==> src/rtl/vga_pkg.sv <==
// Shared VGA 640x480@60 timing constants, counter widths and sync-bundle type,
// reused by the timing generator, pixel sources and benches.
package vga_pkg;

  localparam int H_ACTIVE   = 640;
  localparam int H_FP       = 16;
  localparam int H_SYNC     = 96;
  localparam int H_BP       = 48;
  localparam int V_ACTIVE   = 480;
  localparam int V_FP       = 10;
  localparam int V_SYNC     = 2;
  localparam int V_BP       = 33;
  localparam int PRINT_LINE = 522;

  localparam int H_TOTAL = H_ACTIVE + H_FP + H_SYNC + H_BP;
  localparam int V_TOTAL = V_ACTIVE + V_FP + V_SYNC + V_BP;

  localparam int CNT_W       = 10;
  localparam int FRAME_W     = 16;
  localparam int RGB_W       = 24;
  localparam int SYNC_STAGES = 2;

  typedef logic [CNT_W-1:0] cnt_t;

  // Sync/blank bundle carried down the output pipeline; polarity as seen on pins.
  typedef struct packed {
    logic hs_n;
    logic vs_n;
    logic blank_n;
  } sync_t;

  localparam sync_t SYNC_IDLE = '{hs_n: 1'b1, vs_n: 1'b1, blank_n: 1'b0};

  function automatic logic in_window(input int val, input int lo, input int len);
    return (val >= lo) && (val < lo + len);
  endfunction

endpackage

==> src/rtl/vga_counter.sv <==
// Free-running horizontal/vertical raster counters with wrap strobes.
module vga_counter
  import vga_pkg::*;
#(
  parameter int H_TOT = H_TOTAL,
  parameter int V_TOT = V_TOTAL
) (
  input  logic clk_i,
  input  logic rst_n_i,
  output cnt_t h_o,
  output cnt_t v_o,
  output cnt_t v_nxt_o,
  output logic h_wrap_o,
  output logic frame_wrap_o
);

  cnt_t h_q, h_d;
  cnt_t v_q, v_d;
  logic h_last, v_last;

  always_comb begin
    h_last = (h_q == cnt_t'(H_TOT - 1));
    v_last = (v_q == cnt_t'(V_TOT - 1));
    h_d    = h_last ? '0 : h_q + 1'b1;
    v_d    = v_q;
    if (h_last) v_d = v_last ? '0 : v_q + 1'b1;
  end

  always_ff @(posedge clk_i or negedge rst_n_i) begin
    if (!rst_n_i) begin
      h_q <= '0;
      v_q <= '0;
    end else begin
      h_q <= h_d;
      v_q <= v_d;
    end
  end

  assign h_o          = h_q;
  assign v_o          = v_q;
  assign v_nxt_o      = v_d;
  assign h_wrap_o     = h_last;
  assign frame_wrap_o = h_last & v_last;

endmodule

==> src/rtl/vga_timing_gen.sv <==
// VGA timing generator: raster request to a 1-cycle-latency pixel source,
// sync/blank decode aligned to registered RGB, frame-capture strobe and frame count.
module vga_timing_gen #(
  parameter int H_ACTIVE   = vga_pkg::H_ACTIVE,
  parameter int H_FP       = vga_pkg::H_FP,
  parameter int H_SYNC     = vga_pkg::H_SYNC,
  parameter int H_BP       = vga_pkg::H_BP,
  parameter int V_ACTIVE   = vga_pkg::V_ACTIVE,
  parameter int V_FP       = vga_pkg::V_FP,
  parameter int V_SYNC     = vga_pkg::V_SYNC,
  parameter int V_BP       = vga_pkg::V_BP,
  parameter int PRINT_LINE = vga_pkg::PRINT_LINE
) (
  input  logic        CLOCK_25,
  input  logic        RESET_N,
  input  logic [23:0] PIX_RGB,
  output logic [9:0]  PIX_X,
  output logic [9:0]  PIX_Y,
  output logic        PIX_REQ,
  output logic        VGA_CLK,
  output logic        VGA_HS,
  output logic        VGA_VS,
  output logic        VGA_BLANK_N,
  output logic [7:0]  VGA_R,
  output logic [7:0]  VGA_G,
  output logic [7:0]  VGA_B,
  output logic        PRINT,
  output logic [15:0] FRAME_CNT
);
  import vga_pkg::*;

  localparam int H_TOT = H_ACTIVE + H_FP + H_SYNC + H_BP;
  localparam int V_TOT = V_ACTIVE + V_FP + V_SYNC + V_BP;
  localparam int HS_LO = H_ACTIVE + H_FP;
  localparam int VS_LO = V_ACTIVE + V_FP;

  cnt_t h, v, v_nxt;
  logic h_wrap, frame_wrap;

  vga_counter #(
    .H_TOT (H_TOT),
    .V_TOT (V_TOT)
  ) u_cnt (
    .clk_i        (CLOCK_25),
    .rst_n_i      (RESET_N),
    .h_o          (h),
    .v_o          (v),
    .v_nxt_o      (v_nxt),
    .h_wrap_o     (h_wrap),
    .frame_wrap_o (frame_wrap)
  );

  logic  pix_req;
  sync_t sync_now;

  always_comb begin
    pix_req          = (int'(h) < H_ACTIVE) && (int'(v) < V_ACTIVE);
    sync_now.hs_n    = !in_window(int'(h), HS_LO, H_SYNC);
    sync_now.vs_n    = !in_window(int'(v), VS_LO, V_SYNC);
    sync_now.blank_n = pix_req;
  end

  assign PIX_REQ = pix_req;
  assign PIX_X   = pix_req ? h : '0;
  assign PIX_Y   = pix_req ? v : '0;

  // Stage 1 blank_n is the request the pixel source is answering this cycle,
  // so it gates RGB capture; the last stage lines up with the RGB register.
  sync_t [SYNC_STAGES:1] sync_pipe_q, sync_pipe_d;
  logic  [RGB_W-1:0]     rgb_q, rgb_d;
  logic                  print_q, print_d;
  logic  [FRAME_W-1:0]   frame_q, frame_d;

  always_comb begin
    sync_pipe_d = {sync_pipe_q[SYNC_STAGES-1:1], sync_now};
    rgb_d       = sync_pipe_q[1].blank_n ? PIX_RGB : '0;
    // PRINT covers the whole of PRINT_LINE, so it only changes at a line boundary.
    print_d     = h_wrap ? (int'(v_nxt) == PRINT_LINE) : print_q;
    frame_d     = frame_wrap ? frame_q + 1'b1 : frame_q;
  end

  always_ff @(posedge CLOCK_25 or negedge RESET_N) begin
    if (!RESET_N) begin
      sync_pipe_q <= {SYNC_STAGES{SYNC_IDLE}};
      rgb_q       <= '0;
      print_q     <= 1'b0;
      frame_q     <= '0;
    end else begin
      sync_pipe_q <= sync_pipe_d;
      rgb_q       <= rgb_d;
      print_q     <= print_d;
      frame_q     <= frame_d;
    end
  end

  assign VGA_CLK     = CLOCK_25;
  assign VGA_HS      = sync_pipe_q[SYNC_STAGES].hs_n;
  assign VGA_VS      = sync_pipe_q[SYNC_STAGES].vs_n;
  assign VGA_BLANK_N = sync_pipe_q[SYNC_STAGES].blank_n;
  assign VGA_R       = rgb_q[23:16];
  assign VGA_G       = rgb_q[15:8];
  assign VGA_B       = rgb_q[7:0];
  assign PRINT       = print_q;
  assign FRAME_CNT   = frame_q;

endmodule

==> config.mk <==
export PLATFORM = sky130hd
export DESIGN_NAME = vga_timing_gen
export DESIGN_NICKNAME = d
export VERILOG_FILES = /design/src/rtl/vga_pkg.sv /design/src/rtl/vga_counter.sv /design/src/rtl/vga_timing_gen.sv
export SDC_FILE = /design/constraint.sdc
export NUM_CORES = 1
export LEC_CHECK = 0
export CAP_MARGIN = 40
export CORE_UTILIZATION = 51
export CTS_CLUSTER_SIZE = 10
export DETAILED_ROUTE_END_ITERATION = 6
export HOLD_SLACK_MARGIN = 0.03
export PLACE_DENSITY = 0.95
export SETUP_SLACK_MARGIN = 0.2
export SLEW_MARGIN = 25
export SYNTH_ARGS = -nofsm -noshare
export SYNTH_HDL_FRONTEND = slang
export SYNTH_SLANG_ARGS = --single-unit
==> constraint.sdc <==
create_clock -name CLOCK_25 -period 3.7 [get_ports CLOCK_25]
set_clock_uncertainty 0.15 [all_clocks]
set_input_delay 0.74 -clock CLOCK_25 [delete_from_list [all_inputs] [get_ports CLOCK_25]]
set_output_delay 0.74 -clock CLOCK_25 [all_outputs]
set_load 0.02 [all_outputs]
Yosys cells after proc, flatten, opt, wreduce, memory -nomap -nowiden
Index checks and enable logic that the tools add are counted.
Storage, ports and cells
  register bits: 67
  bits of input ports: 26
  output and inout port bits: 66
  logic and storage cells: 35
Cells by class
  multiplexer cells: 6
  add/sub/neg operators: 3
  bitwise gates (word level): 1
  magnitude comparators: 6
  reductions and logical operators: 5
  eq/ne operators: 3
Operator list (number)
  10-bit two-way mux: 5
  10-bit equality test (second input constant): 3
  24-bit two-way mux: 1
  10-bit by 1-bit adder with 10-bit output (second input constant): 2
  10-bit less-than comparator (second input constant): 2
  10-bit by 9-bit less-than comparator with 1-bit output (second input constant): 2
  16-bit by 1-bit adder with 16-bit output (second input constant): 1
  10-bit >= comparator (second input constant): 1
  10-bit by 9-bit >= comparator with 1-bit output (second input constant): 1
  1-bit logical AND: 3
  1-bit logical NOT: 2
  1-bit bitwise AND: 1

Logic depth before layout (Yosys ltp)
  depth after elaboration: 4
  mapped depth: 8
  gate-level depth less buffers: 7

Modules after synthesis
A second synthesis with hierarchy kept.
Unflattened totals
  cells, all modules: 248
  area, all modules: 2960.3 um^2
Modules (own cells, without submodules)
  vga_timing_gen: area an instance 1958.1 um^2, seq. area each 1181.1 um^2, times used 1, cells an instance 159
  vga_counter: area an instance 1002.2 um^2, seq. area each 500.5 um^2, times used 1, cells an instance 89

==> PnR_summary.wiki <==
{| class="wikitable"
! Metric !! Value
|-
| CTS Hold Bufs || 0
|-
| Post-Syn Area || 3057 µm²
|-
| Placer congestion estimate || between 0.8 and 0.9
|-
| Pwr dens || 381.1 nW/µm²
|-
| Final setup TNS || 0 ns
|-
| Antenna viol nets, final || 0
|-
| Fraction of layout instances using a drive strength above 1 || a little over a tenth
|-
| Critical path startpoint category || register
|-
| Measured slew at the worst slew-check pin || between 0.7 and 0.8 ns
|-
| Number of design-rule violations left by the first detailed-router iteration || around 150
|-
| Via count of the first global-routing pass || ~2400
|-
| Initial cell density of the core || a little over half
|-
| Most used flip-flop cell after synthesis || dfrtp_1
|-
| Die height || slightly below 80 µm
|-
| Outcome || complete, no violations
|-
| Slowest cell on the critical path || clkdlybuf4s50_1
|-
| Detailed-route wire length per cell || 16.07 µm
|-
| Area overhead of the layout relative to synthesis || 38.23%
|-
| Reg-to-reg slack, setup || 1.22 ns
|-
| Total nets after synthesis || around 310
|-
| FFs w/ async S/R, synth || 100.0%
|-
| Post-synthesis share of cell area spent on xor and xnor gates || 8.023%
|-
| Count of inserted antenna diode cells || 0
|-
| Number of nets in the layout || approximately 400
|-
| Data required time of the critical path || around 2.8 ns
|-
| Clock Pin Slew Worst Setup and Hold Paths || about 0.070 ns
|-
| Post-DP Area || about 4000 µm²
|-
| Mapped Cells || 280
|-
| Routed via count divided by cell count || between 5 and 6
|-
| Crit. End Element || output port
|-
| Die X || a little under 80 µm
|-
| Min Clock Period, post-route || approximately 3.3 ns
|-
| Number of max-slew violations in the final report || 0
|-
| Reg2Reg Depth || 5
|-
| Worst setup slack after placement || approximately 0.45 ns
|-
| Syn avg cell area || approximately 11 µm²
|-
| Number of buffer and inverter stages on the critical path || 2
|-
| Data arrival time of the critical path || ~2.4 ns
|-
| Crit path from || u_cnt.v_o[7]
|-
| Share of synthesized area spent on multiplexers || less than 1%
|-
| Tcrit/Tclk final || 89.97%
|-
| Yosys warning total || 0
|-
| Total Routing Usage GR || between 20% and 30%
|-
| Hold slack final || approximately 0.11 ns
|-
| Number of synthesized flops with an enable pin || 0
|-
| Area of the core || approximately 5600 µm²
|-
| Adder-Cell Fraction of Synth Area || 2.047%
|-
| Final wirelength || about 7.2 mm
|-
| Largest area contributor in the netlist || dfrtp_1
|-
| Maximum clock rate || 0.3004 GHz
|-
| Post-synthesis compound-gate area fraction || under 10%
|-
| Path type of the worst setup path || reg -> out
|-
| Slowest Stage Delay on Critical Path || around 0.61 ns
|-
| Worst VDD drop || 0.2481 mV
|-
| CTS tree || built
|-
| Area fraction of the dominant cell type after synthesis || 51.58%
|-
| Main combinational cell family by area after synthesis || simple AND/OR/NAND/NOR gates
|-
| Top delay family on crit path || buffers and inverters
|-
| Filler Cells Inserted || 337
|-
| FF+latch count, synth || 67
|-
| DIE AREA || around 6300 µm²
|-
| Worst reg2reg path startpoint || u_cnt.h_o[7]
|-
| Global-route wire length before repair || around 12 mm
|-
| Cell leakage power || around 1.8 nW
|-
| Later-pin clock latency in the skew report || roughly 0.45 ns
|-
| Proportion of synthesized chip area in sequential cells || between 50% and 60%
|-
| Design Area, Final || between 4000 and 5000 µm²
|-
| Critical path, cell by cell || nand4_1 -> nand2_1 -> nor2_1 -> buf_4 -> and2_1 -> clkdlybuf4s50_1
|-
| Vias post-DR || 2415
|-
| Initial antenna violation count || 0
|-
| Final Hold Fails || 0
|-
| Detailed-routing iteration count for the pre-antenna-repair pass || 4
|-
| Final critical-path setup slack || 0.3713 ns
|-
| Synthesized-area fraction occupied by and/or/nand/nor cells || between 20% and 30%
|-
| Worst setup path end || PIX_Y[7]
|-
| Most area-consuming cells after synthesis || dfrtp_1 (52%), and2_1 (8.0%), xnor2_1 (4.0%), xor2_1 (4.0%), dfstp_2 (3.4%)
|-
| Placement row count || 27
|-
| Port Buf Inserts || 90
|-
| Detail Placement HPWL || ~4.8 mm
|-
| DRC Markers || 0
|-
| CP Depth || 6
|-
| Number of violations of the max-capacitance limit || 0
|-
| Worst rel slew slack || roughly 53%
|-
| Synth cell types || 44
|-
| Unrepaired setup endpoints after global routing || no
|-
| Critical register-to-register path endpoint || PRINT
|-
| Number of setup violations in the final report || 0
|-
| Pin count of the biggest net entering global routing || 44
|-
| Global-route congestion overflow total || 0
|-
| Io pins || approximately 90
|-
| Overall power after layout || roughly 1.6 mW
|-
| Maximum fanout along the worst path || 16
|-
| Worst Hold Class || in -> async
|}
how the worst min path moves through the flow:
stage | to | slack, ns | start | cells past startpoint
2_1_floorplan | VGA_HS | 0.20 | sync_pipe_d[5] | 0
3_3_place_gp | VGA_HS | 0.20 | sync_pipe_d[5] | 0
3_5_place_dp | VGA_HS | 0.20 | sync_pipe_d[5] | 0
4_1_cts | rgb_q[8] | 0.13 | RESET_N | 1
5_1_grt | rgb_q[8] | 0.14 | RESET_N | 1
6_report | rgb_q[8] | 0.11 | RESET_N | 1
report_power, final:
| part | internal (mW) | switching (mW) | total (mW) |
|---|---|---|---|
| Clock | 0.464 | 0.300 | 0.764 |
| Sequential | 0.746 | 0.00391 | 0.750 |
| Combinational | 0.0518 | 0.0447 | 0.0966 |
area by class of cell:
class	count	area (µm²)	area share [%]
Multi-Input combinational cell	189	1244	29.43
Timing Repair Buffer	93	915.9	21.68
Tap cell	72	90.09	2.132
Clock buffer	15	185.2	4.383
Inverter	8	30.03	0.7107
Sequential cell	67	1682	39.80
Clock inverter	5	78.83	1.866
metal layers:
metal | share of wire [%] | global-route usage (%)
met5 | 0 | 0
met3 | 8.2 | 8.343
met2 | 50 | 41.12
met4 | 2.0 | 10.36
met1 | 40 | 30.68
synthesized netlist by cell type, types with 2 or more instances:
| master | instances |
|---|---|
| ha_1 | 5 |
| buf_4 | 5 |
| buf_6 | 3 |
| xor2_1 | 14 |
| or4_1 | 3 |
| or2_2 | 3 |
| xnor2_1 | 14 |
| nor2_1 | 13 |
| o31ai_1 | 2 |
| nor3_1 | 13 |
| dfrtp_1 | 63 |
| nor4_4 | 2 |
| and2_1 | 39 |
| and2_2 | 2 |
| nand4_1 | 7 |
| o21a_1 | 2 |
| o21ai_0 | 4 |
| dfstp_2 | 4 |
| nand3_1 | 12 |
| inv_1 | 8 |
| nand2_1 | 24 |
| clkbuf_1 | 8 |
| o31a_1 | 2 |
| nor4_1 | 6 |
| and3_1 | 3 |
cells in the final DEF (no fill, tap or decap), types with 6 or more instances in the layout:
master,count
clkdlybuf4s50_1,88
dfrtp_1,63
and2_1,39
nand2_1,24
xnor2_1,14
xor2_1,14
nor2_1,13
nor3_1,13
nand3_1,12
clkbuf_8,12
inv_1,8
nand4_1,7
nor4_1,6
cell families after synthesis:
group,Yosys count
other cells,1
simple gates,136
fa+ha+maj,5
buf+inv,24
flops,67
mux,2
xor+xnor,28
compound gates,17
sequential cells by signal, summed over array words and instances, names as in the netlist:
| signal | cells |
|---|---|
| rgb_q | 24 |
| FRAME_CNT | 16 |
| u_cnt.h_o | 10 |
| u_cnt.v_o | 10 |
| sync_pipe_d | 3 |
| PRINT | 1 |
| VGA_BLANK_N | 1 |
| VGA_HS | 1 |
| VGA_VS | 1 |
worst reg2reg max path, stage by stage (launching register included):
cell       delay, ns
dfrtp_1         0.48
or4b_4          0.57
nor4_1          0.65
mux2i_1         0.28
o2111ai_1       0.15
o21ai_1         0.14
timing repair:
action / in CTS / in global routing
gates resized for setup: 0 / 1
buffers inserted: 0 / 1
setup endpoints to repair: 0 / 2
through the flow:
stage               instances  util [%]
detailed placement        429     70.26
global placement          429     70.26
CTS                       448     74.72
finish                    449     74.89
global route              449     74.89
floorplan                 280         -
No activity file was read; power rests on OpenSTA's default activity.
